`src/rtl/vga_pkg.sv`:
```
// vga_pkg
//   Shared definitions for the video capture path and the display path:
//   the 640x480 timing constants and the capture FSM state type.
package vga_pkg;

  localparam int HACTIVE = 640;
  localparam int HFP     = 16;
  localparam int HSYN    = 96;
  localparam int HBP     = 48;
  localparam int VACTIVE = 480;
  localparam int VFP     = 10;
  localparam int VSYN    = 2;
  localparam int VBP     = 33;

  typedef enum logic [2:0] {
    ST_IDLE,
    ST_WAIT_VS,
    ST_WAIT_FRAME,
    ST_CAPTURE,
    ST_DONE
  } cap_state_t;

endpackage

```
`src/rtl/sync_edge_detect.sv`:
```
// sync_edge_detect
//   Remembers the last qualified value of one input and flags qualified
//   rising / falling transitions against it. Samples with i_en=0 are not
//   stored and never produce an edge.
// Ports:
//   i_clk, i_rst_n  clock, async active-low reset
//   i_en            sample qualifier
//   i_d             input being watched
//   o_rise, o_fall  single-cycle edge flags, valid in the qualified cycle
module sync_edge_detect #(
  parameter logic RST_VAL = 1'b0
) (
  input  logic i_clk,
  input  logic i_rst_n,
  input  logic i_en,
  input  logic i_d,
  output logic o_rise,
  output logic o_fall
);

  logic r_prev;

  always_ff @(posedge i_clk or negedge i_rst_n) begin
    if (!i_rst_n) begin
      r_prev <= RST_VAL;
    end else if (i_en) begin
      r_prev <= i_d;
    end
  end

  assign o_rise = i_en &  i_d & ~r_prev;
  assign o_fall = i_en & ~i_d &  r_prev;

endmodule

```
`src/rtl/video_capture.sv`:
```
// video_capture
//   Captures a WIN_W x WIN_H window from the top-left of one video frame
//   into a frame RAM, starting on a frame boundary after a start request.
//   Checks every captured line for HACTIVE active pixels and flags a frame
//   that ends early.
// Ports:
//   i_clk, i_rst_n         clock, async active-low reset
//   i_pix_en               pixel-rate qualifier for the stream inputs
//   i_vsync                vertical sync, active low
//   i_blank_b              high during active video
//   i_pix[7:0]             pixel intensity
//   i_start                one-cycle capture request (honoured in IDLE only)
//   o_wr_en/addr/data      registered frame-RAM write port
//   o_busy, o_done         status; done is a one-cycle pulse
//   o_frame_err            sticky line-length / early-vsync error
//
// state      | meaning
// -----------+-----------------------------------------------
// IDLE       | waiting for start
// WAIT_VS    | armed, waiting for vsync low
// WAIT_FRAME | inside vsync, waiting for vsync high
// CAPTURE    | counting pixels/lines and writing the window
// DONE       | one-cycle done pulse, back to IDLE
module video_capture #(
  parameter int WIN_W   = 100,
  parameter int WIN_H   = 100,
  parameter int HACTIVE = vga_pkg::HACTIVE
) (
  input  logic        i_clk,
  input  logic        i_rst_n,
  input  logic        i_pix_en,
  input  logic        i_vsync,
  input  logic        i_blank_b,
  input  logic [7:0]  i_pix,
  input  logic        i_start,
  output logic        o_wr_en,
  output logic [13:0] o_wr_addr,
  output logic [7:0]  o_wr_data,
  output logic        o_busy,
  output logic        o_done,
  output logic        o_frame_err
);

  import vga_pkg::*;

  localparam logic [9:0]  LP_WIN_W_X = 10'(WIN_W);
  localparam logic [9:0]  LP_WIN_H_Y = 10'(WIN_H);
  localparam logic [9:0]  LP_HACT_X  = 10'(HACTIVE);
  localparam logic [13:0] LP_WIN_W_A = 14'(WIN_W);
  localparam logic [9:0]  LP_X_MAX   = 10'h3FF;

  cap_state_t  r_state, w_state_nxt;
  logic [9:0]  r_x, w_x_nxt;
  logic [9:0]  r_y, w_y_nxt;
  logic [13:0] r_line_base, w_line_base_nxt;
  logic        r_frame_err, w_frame_err_nxt;
  logic        r_wr_en;
  logic [13:0] r_wr_addr;
  logic [7:0]  r_wr_data;
  logic        w_wr;
  logic [13:0] w_wr_addr;

  logic w_unused_bl_rise;
  logic w_bl_fall;
  logic w_vs_rise;
  logic w_vs_fall_unused;

  sync_edge_detect #(.RST_VAL(1'b0)) u_blank_edge (
    .i_clk   (i_clk),
    .i_rst_n (i_rst_n),
    .i_en    (i_pix_en),
    .i_d     (i_blank_b),
    .o_rise  (w_unused_bl_rise),
    .o_fall  (w_bl_fall)
  );

  sync_edge_detect #(.RST_VAL(1'b1)) u_vsync_edge (
    .i_clk   (i_clk),
    .i_rst_n (i_rst_n),
    .i_en    (i_pix_en),
    .i_d     (i_vsync),
    .o_rise  (w_vs_rise),
    .o_fall  (w_vs_fall_unused)
  );

  // Line base advances by WIN_W per line, so the address is an add, not a multiply.
  assign w_wr_addr = r_line_base + {4'd0, r_x};

  always_comb begin
    w_state_nxt     = r_state;
    w_x_nxt         = r_x;
    w_y_nxt         = r_y;
    w_line_base_nxt = r_line_base;
    w_frame_err_nxt = r_frame_err;
    w_wr            = 1'b0;
    case (r_state)
      ST_IDLE: begin
        if (i_start) begin
          w_state_nxt     = ST_WAIT_VS;
          w_frame_err_nxt = 1'b0;
        end
      end
      ST_WAIT_VS: begin
        if (i_pix_en && !i_vsync) begin
          w_state_nxt = ST_WAIT_FRAME;
        end
      end
      ST_WAIT_FRAME: begin
        // Every earlier qualified sample here was low, so a qualified high is the rising edge.
        if (w_vs_rise) begin
          w_state_nxt     = ST_CAPTURE;
          w_x_nxt         = '0;
          w_y_nxt         = '0;
          w_line_base_nxt = '0;
        end
      end
      ST_CAPTURE: begin
        if (i_pix_en) begin
          if (!i_vsync) begin
            w_frame_err_nxt = 1'b1;
            w_state_nxt     = ST_DONE;
          end else if (i_blank_b) begin
            if (r_x != LP_X_MAX) begin
              w_x_nxt = r_x + 10'd1;
            end
            if ((r_x < LP_WIN_W_X) && (r_y < LP_WIN_H_Y)) begin
              w_wr = 1'b1;
            end
          end else if (w_bl_fall) begin
            if (r_x != LP_HACT_X) begin
              w_frame_err_nxt = 1'b1;
            end
            w_x_nxt         = '0;
            w_y_nxt         = r_y + 10'd1;
            w_line_base_nxt = r_line_base + LP_WIN_W_A;
            if ((r_y + 10'd1) == LP_WIN_H_Y) begin
              w_state_nxt = ST_DONE;
            end
          end
        end
      end
      ST_DONE: begin
        w_state_nxt = ST_IDLE;
      end
      default: begin
        w_state_nxt = ST_IDLE;
      end
    endcase
  end

  always_ff @(posedge i_clk or negedge i_rst_n) begin
    if (!i_rst_n) begin
      r_state     <= ST_IDLE;
      r_x         <= '0;
      r_y         <= '0;
      r_line_base <= '0;
      r_frame_err <= 1'b0;
      r_wr_en     <= 1'b0;
      r_wr_addr   <= '0;
      r_wr_data   <= '0;
    end else begin
      r_state     <= w_state_nxt;
      r_x         <= w_x_nxt;
      r_y         <= w_y_nxt;
      r_line_base <= w_line_base_nxt;
      r_frame_err <= w_frame_err_nxt;
      r_wr_en     <= w_wr;
      if (w_wr) begin
        r_wr_addr <= w_wr_addr;
        r_wr_data <= i_pix;
      end
    end
  end

  assign o_wr_en     = r_wr_en;
  assign o_wr_addr   = r_wr_addr;
  assign o_wr_data   = r_wr_data;
  assign o_frame_err = r_frame_err;
  assign o_busy      = (r_state == ST_WAIT_VS) || (r_state == ST_WAIT_FRAME) ||
                       (r_state == ST_CAPTURE);
  assign o_done      = (r_state == ST_DONE);

endmodule

```
`config.mk`:
```
export PLATFORM = sky130hd
export DESIGN_NAME = video_capture
export DESIGN_NICKNAME = d
export VERILOG_FILES = /design/src/rtl/vga_pkg.sv /design/src/rtl/sync_edge_detect.sv /design/src/rtl/video_capture.sv
export SDC_FILE = /design/constraint.sdc
export NUM_CORES = 1
export LEC_CHECK = 0
export BUFFER_PORTS_ARGS = -buffer_cell sky130_fd_sc_hd__buf_2
export CELL_PAD_IN_SITES_DETAIL_PLACEMENT = 2
export CELL_PAD_IN_SITES_GLOBAL_PLACEMENT = 2
export CORE_ASPECT_RATIO = 1.1
export CORE_UTILIZATION = 32
export CTS_BUF_LIST = sky130_fd_sc_hd__clkbuf_4 sky130_fd_sc_hd__clkbuf_8 sky130_fd_sc_hd__clkbuf_16
export DETAILED_ROUTE_END_ITERATION = 8
export PLACE_DENSITY_LB_ADDON = 0.1
export SETUP_SLACK_MARGIN = 0.15
export SLEW_MARGIN = 15
export SYNTH_ARGS = -nofsm -noshare
export SYNTH_HDL_FRONTEND = slang
export SYNTH_SLANG_ARGS = --single-unit
```
`constraint.sdc`:
```
create_clock -name i_clk -period 2.15 [get_ports i_clk]
set_input_delay 0.1075 -clock i_clk [delete_from_list [all_inputs] [get_ports i_clk]]
set_output_delay 0.1075 -clock i_clk [all_outputs]
set_load 0.05 [all_outputs]
```
==> results.cfg <==
[setup_path]
crit_type = reg -> reg
worstPathRequired_ns = 2.38
cp-startpoint = r_x[8]$_DFFE_PN0P_
start_kind = flip-flop
end_kind = flip-flop
max_stage_delay_ns = 0.66
path_cells = or4_4 -> or4_4 -> nand2_2 -> o21ai_1
crit_slowest_cell = or4_4
rr_startpoint = r_x[8]$_DFFE_PN0P_
crit_fanout = 7
cpMostUsedCell = or4_4
arrival_ns = 2.24

[global_route]
gr-total-overflow = 0
antenna_found_initial = 0
grt_max_degree = 41
grt_usage = 0.213
grt_pass1_wl_mm = 17.4
grt_pass1_vias = 3400

[cts]
cts-htree-levels = 3
clockBufferDepth = 2
clock-sinks = 61
cts_made_buffers = 9
clockRootBuffer = clkbuf_8
cts_tree = done
clk_latency_ns = 0.35
clkTransAtPathRegs_ns = 0.08

[logic_synthesis]
synth_edf_count = 0
netlist_area_um2 = 3270
syn_avg_cell_area_um2 = 9.03
synth-seq-area-share = 0.467
synth_top_cell_area_share = 0.459
ys_warn_count = 0
ys_top_cells_by_area = dfrtp_1 46%, nand2_1 8.2%, ha_1 4.6%, o21ai_1 4.3%, xor2_1 3.8%
netlist.top_cell.by_area = dfrtp_1
synthArstFlopShare = 1.00
synthCells = 362
ys.flop_type = dfrtp_1
syn-num-nets = 388
ys_seq_elements = 61
ys_types = 53

[power]
power_density_nw_per_um2 = 1120
power_frac_clock = 0.191
switching_power_uw = 2210
p_leak_uw = 0.00200
p_int_uw = 2710
seqPwrFrac = 0.342
vdd_drop_max_v = 0.000465
p_sw_frac = 0.449
comb_power_share = 0.467

[place]
place_inst = 537
portBuffers = 39
place_area_um2 = 3780
hpwl_mm = 7.00
gp_congestion = 0.731

[route]
drt_pass1_iterations = 8
via_count = 3135
ant_nets = 0
wire_per_inst_um = 19.1
drcViolationCount = 4
wirelength_mm = 11.1
dr.first_iter.drc_count = 90
vias_per_cell = 5.40

[cells_and_area]
num-fill-cells = 1088
postLayoutCellArea_um2 = 4380
nNetsFinal = 482
multiInputGateArea_um2 = 1860
area_growth_pct = 34.0
fin_cells = 581
drive_gt1_frac = 0.317
antenna_cells = 0
seq_area_um2 = 1540
utilization = 0.443

[outcome]
status = complete, but fails checks
violations = design-rule violations

[timing]
whs_ns = 0.0798
drv_slew = 0
max_freq_mhz = 499
worstMarginPinSlew_ns = 0.548
fin_crit_sh = 0.933
hold_viol = 0
rsz0062_at_grt = yes
slew_headroom = 0.634
finalCriticalPeriod_ns = 2.01
setup_viol = 0
fin_skew_ns = 0.0117

[floorplanning]
initial_core_util = 0.330
ios = 40
rows = 38
fp.coreArea_um2 = 9890
die_w_um = 98.4
die_h_um = 108
fp.dieArea_um2 = 10600

[worst_hold_path]
hold_start = i_pix_en
hp-class = in -> reg

[flow_run]
cap_violations = 0
==> per-layer routing <==
metal,track usage,vias up,share of wire
li1,-,1484,-
met1,0.261,1593,0.43
met2,0.387,50,0.53
met3,0.0356,8,0.031
met4,0.0608,0,0.010
met5,0,-,0
==> critical path: cells and delay by family (launching register included) <==
kind | cells | cell delay [ns]
and+or+nand+nor | 3 | 1.37
DFF | 1 | 0.46
AOI/OAI and AO/OA | 1 | 0.07
==> power groups by stage <==
stage               logic [uW]  registers [uW]  clock network (uW)
detailed placement        2040            1680                   0
floorplan                  809            2240                   0
CTS                       2110            1670                 963
global placement          1990            1660                   0
finish                    2290            1680                 940
global route              2480            1720                1010
==> final cells by class <==
class / count / share of cell area
inverters: 8 / 0.00686
clock inverters: 5 / 0.00571
well taps: 120 / 0.0343
flip-flops and latches: 61 / 0.351
multi-input cells: 285 / 0.425
repair buffers: 91 / 0.143
clock buffers: 11 / 0.0346
==> flip-flops by register name, summed over array words and instances (netlist names) <==
signal,count
o_wr_en,1
o_wr_addr,14
r_line_base,12
r_y,10
o_frame_err,1
u_blank_edge.r_prev,1
u_vsync_edge.r_prev,1
r_x,10
r_state,3
o_wr_data,8
==> cell usage in the layout (no fill, tap or decap), types with 2 or more instances in the layout <==
cell type      instances
a21oi_1               10
a22o_1                 2
a31oi_1                7
and2_1                 2
and3_1                 9
buf_2                 39
buf_4                 41
clkbuf_8              11
clkinv_2               5
dfrtp_1               54
dfrtp_2                6
dlygate4sd3_1          9
ha_1                   5
ha_4                   6
inv_1                  8
nand2_1               64
nand2_2                7
nand2b_1               3
nand3_1               14
nand4_1                5
nor2_1                26
nor2b_1                4
nor3_2                 2
nor4_1                 4
o21a_1                 3
o21ai_0               14
o21ai_1               30
o21ai_2                5
o31ai_1                6
or3_1                  5
or4_4                  6
xor2_1                14
==> metrics by stage <==
step	TNS, ns	total power [uW]	setup WS (ns)
global placement	0	3650	0.0598
CTS	0	4740	0.133
floorplan	0	3050	0.154
finish	0	4910	0.144
detailed placement	-0.125	3710	-0.0530
global route	0	5210	0.0443
==> kinds of logic after synthesis <==
group	Yosys count	share of synthesized area
mux	3	0.0111
flops	61	0.467
xor+xnor	15	0.0402
compound gates	89	0.160
fa+ha+maj	12	0.0459
buf+inv	19	0.0268
simple gates	163	0.248
==> final timing paths <==
| kind | slack, ns | endpoint | cells past startpoint |
|---|---|---|---|
| min reg2reg | 0.47 | o_wr_data[0]$_DFFE_PN0P_ | 2 |
| max | 0.14 | o_wr_addr[4]$_DFFE_PN0P_ | 4 |
| min | 0.08 | u_vsync_edge.r_prev$_DFFE_PN1P_ | 2 |
| max in group asynchronous | 1.18 | u_vsync_edge.r_prev$_DFFE_PN1P_ | 3 |
| max reg2reg | 0.14 | o_wr_addr[4]$_DFFE_PN0P_ | 4 |
| min in group asynchronous | 0.28 | o_wr_addr[4]$_DFFE_PN0P_ | 2 |
==> what timing repair did <==
action / in CTS / in global routing
pin swaps: 6 / 21
gates cloned: 2 / 1
hold buffers: 9 / 0
gates resized for setup: 11 / 33
setup endpoints to repair: 21 / 25
setup buffers: 2 / 14
endpoints found under the hold margin: 29 / 0
==> synthesized netlist by cell type, drive strengths merged (6+ instances only) <==
library cell	instances
or3	6
and3	9
clkbuf	8
o21ai	49
xor2	14
inv	8
nand3	15
nand2	71
o31ai	6
a31oi	7
ha	12
nor2	27
a21oi	11
dfrtp	60
Power figures use the tool's default switching activity.
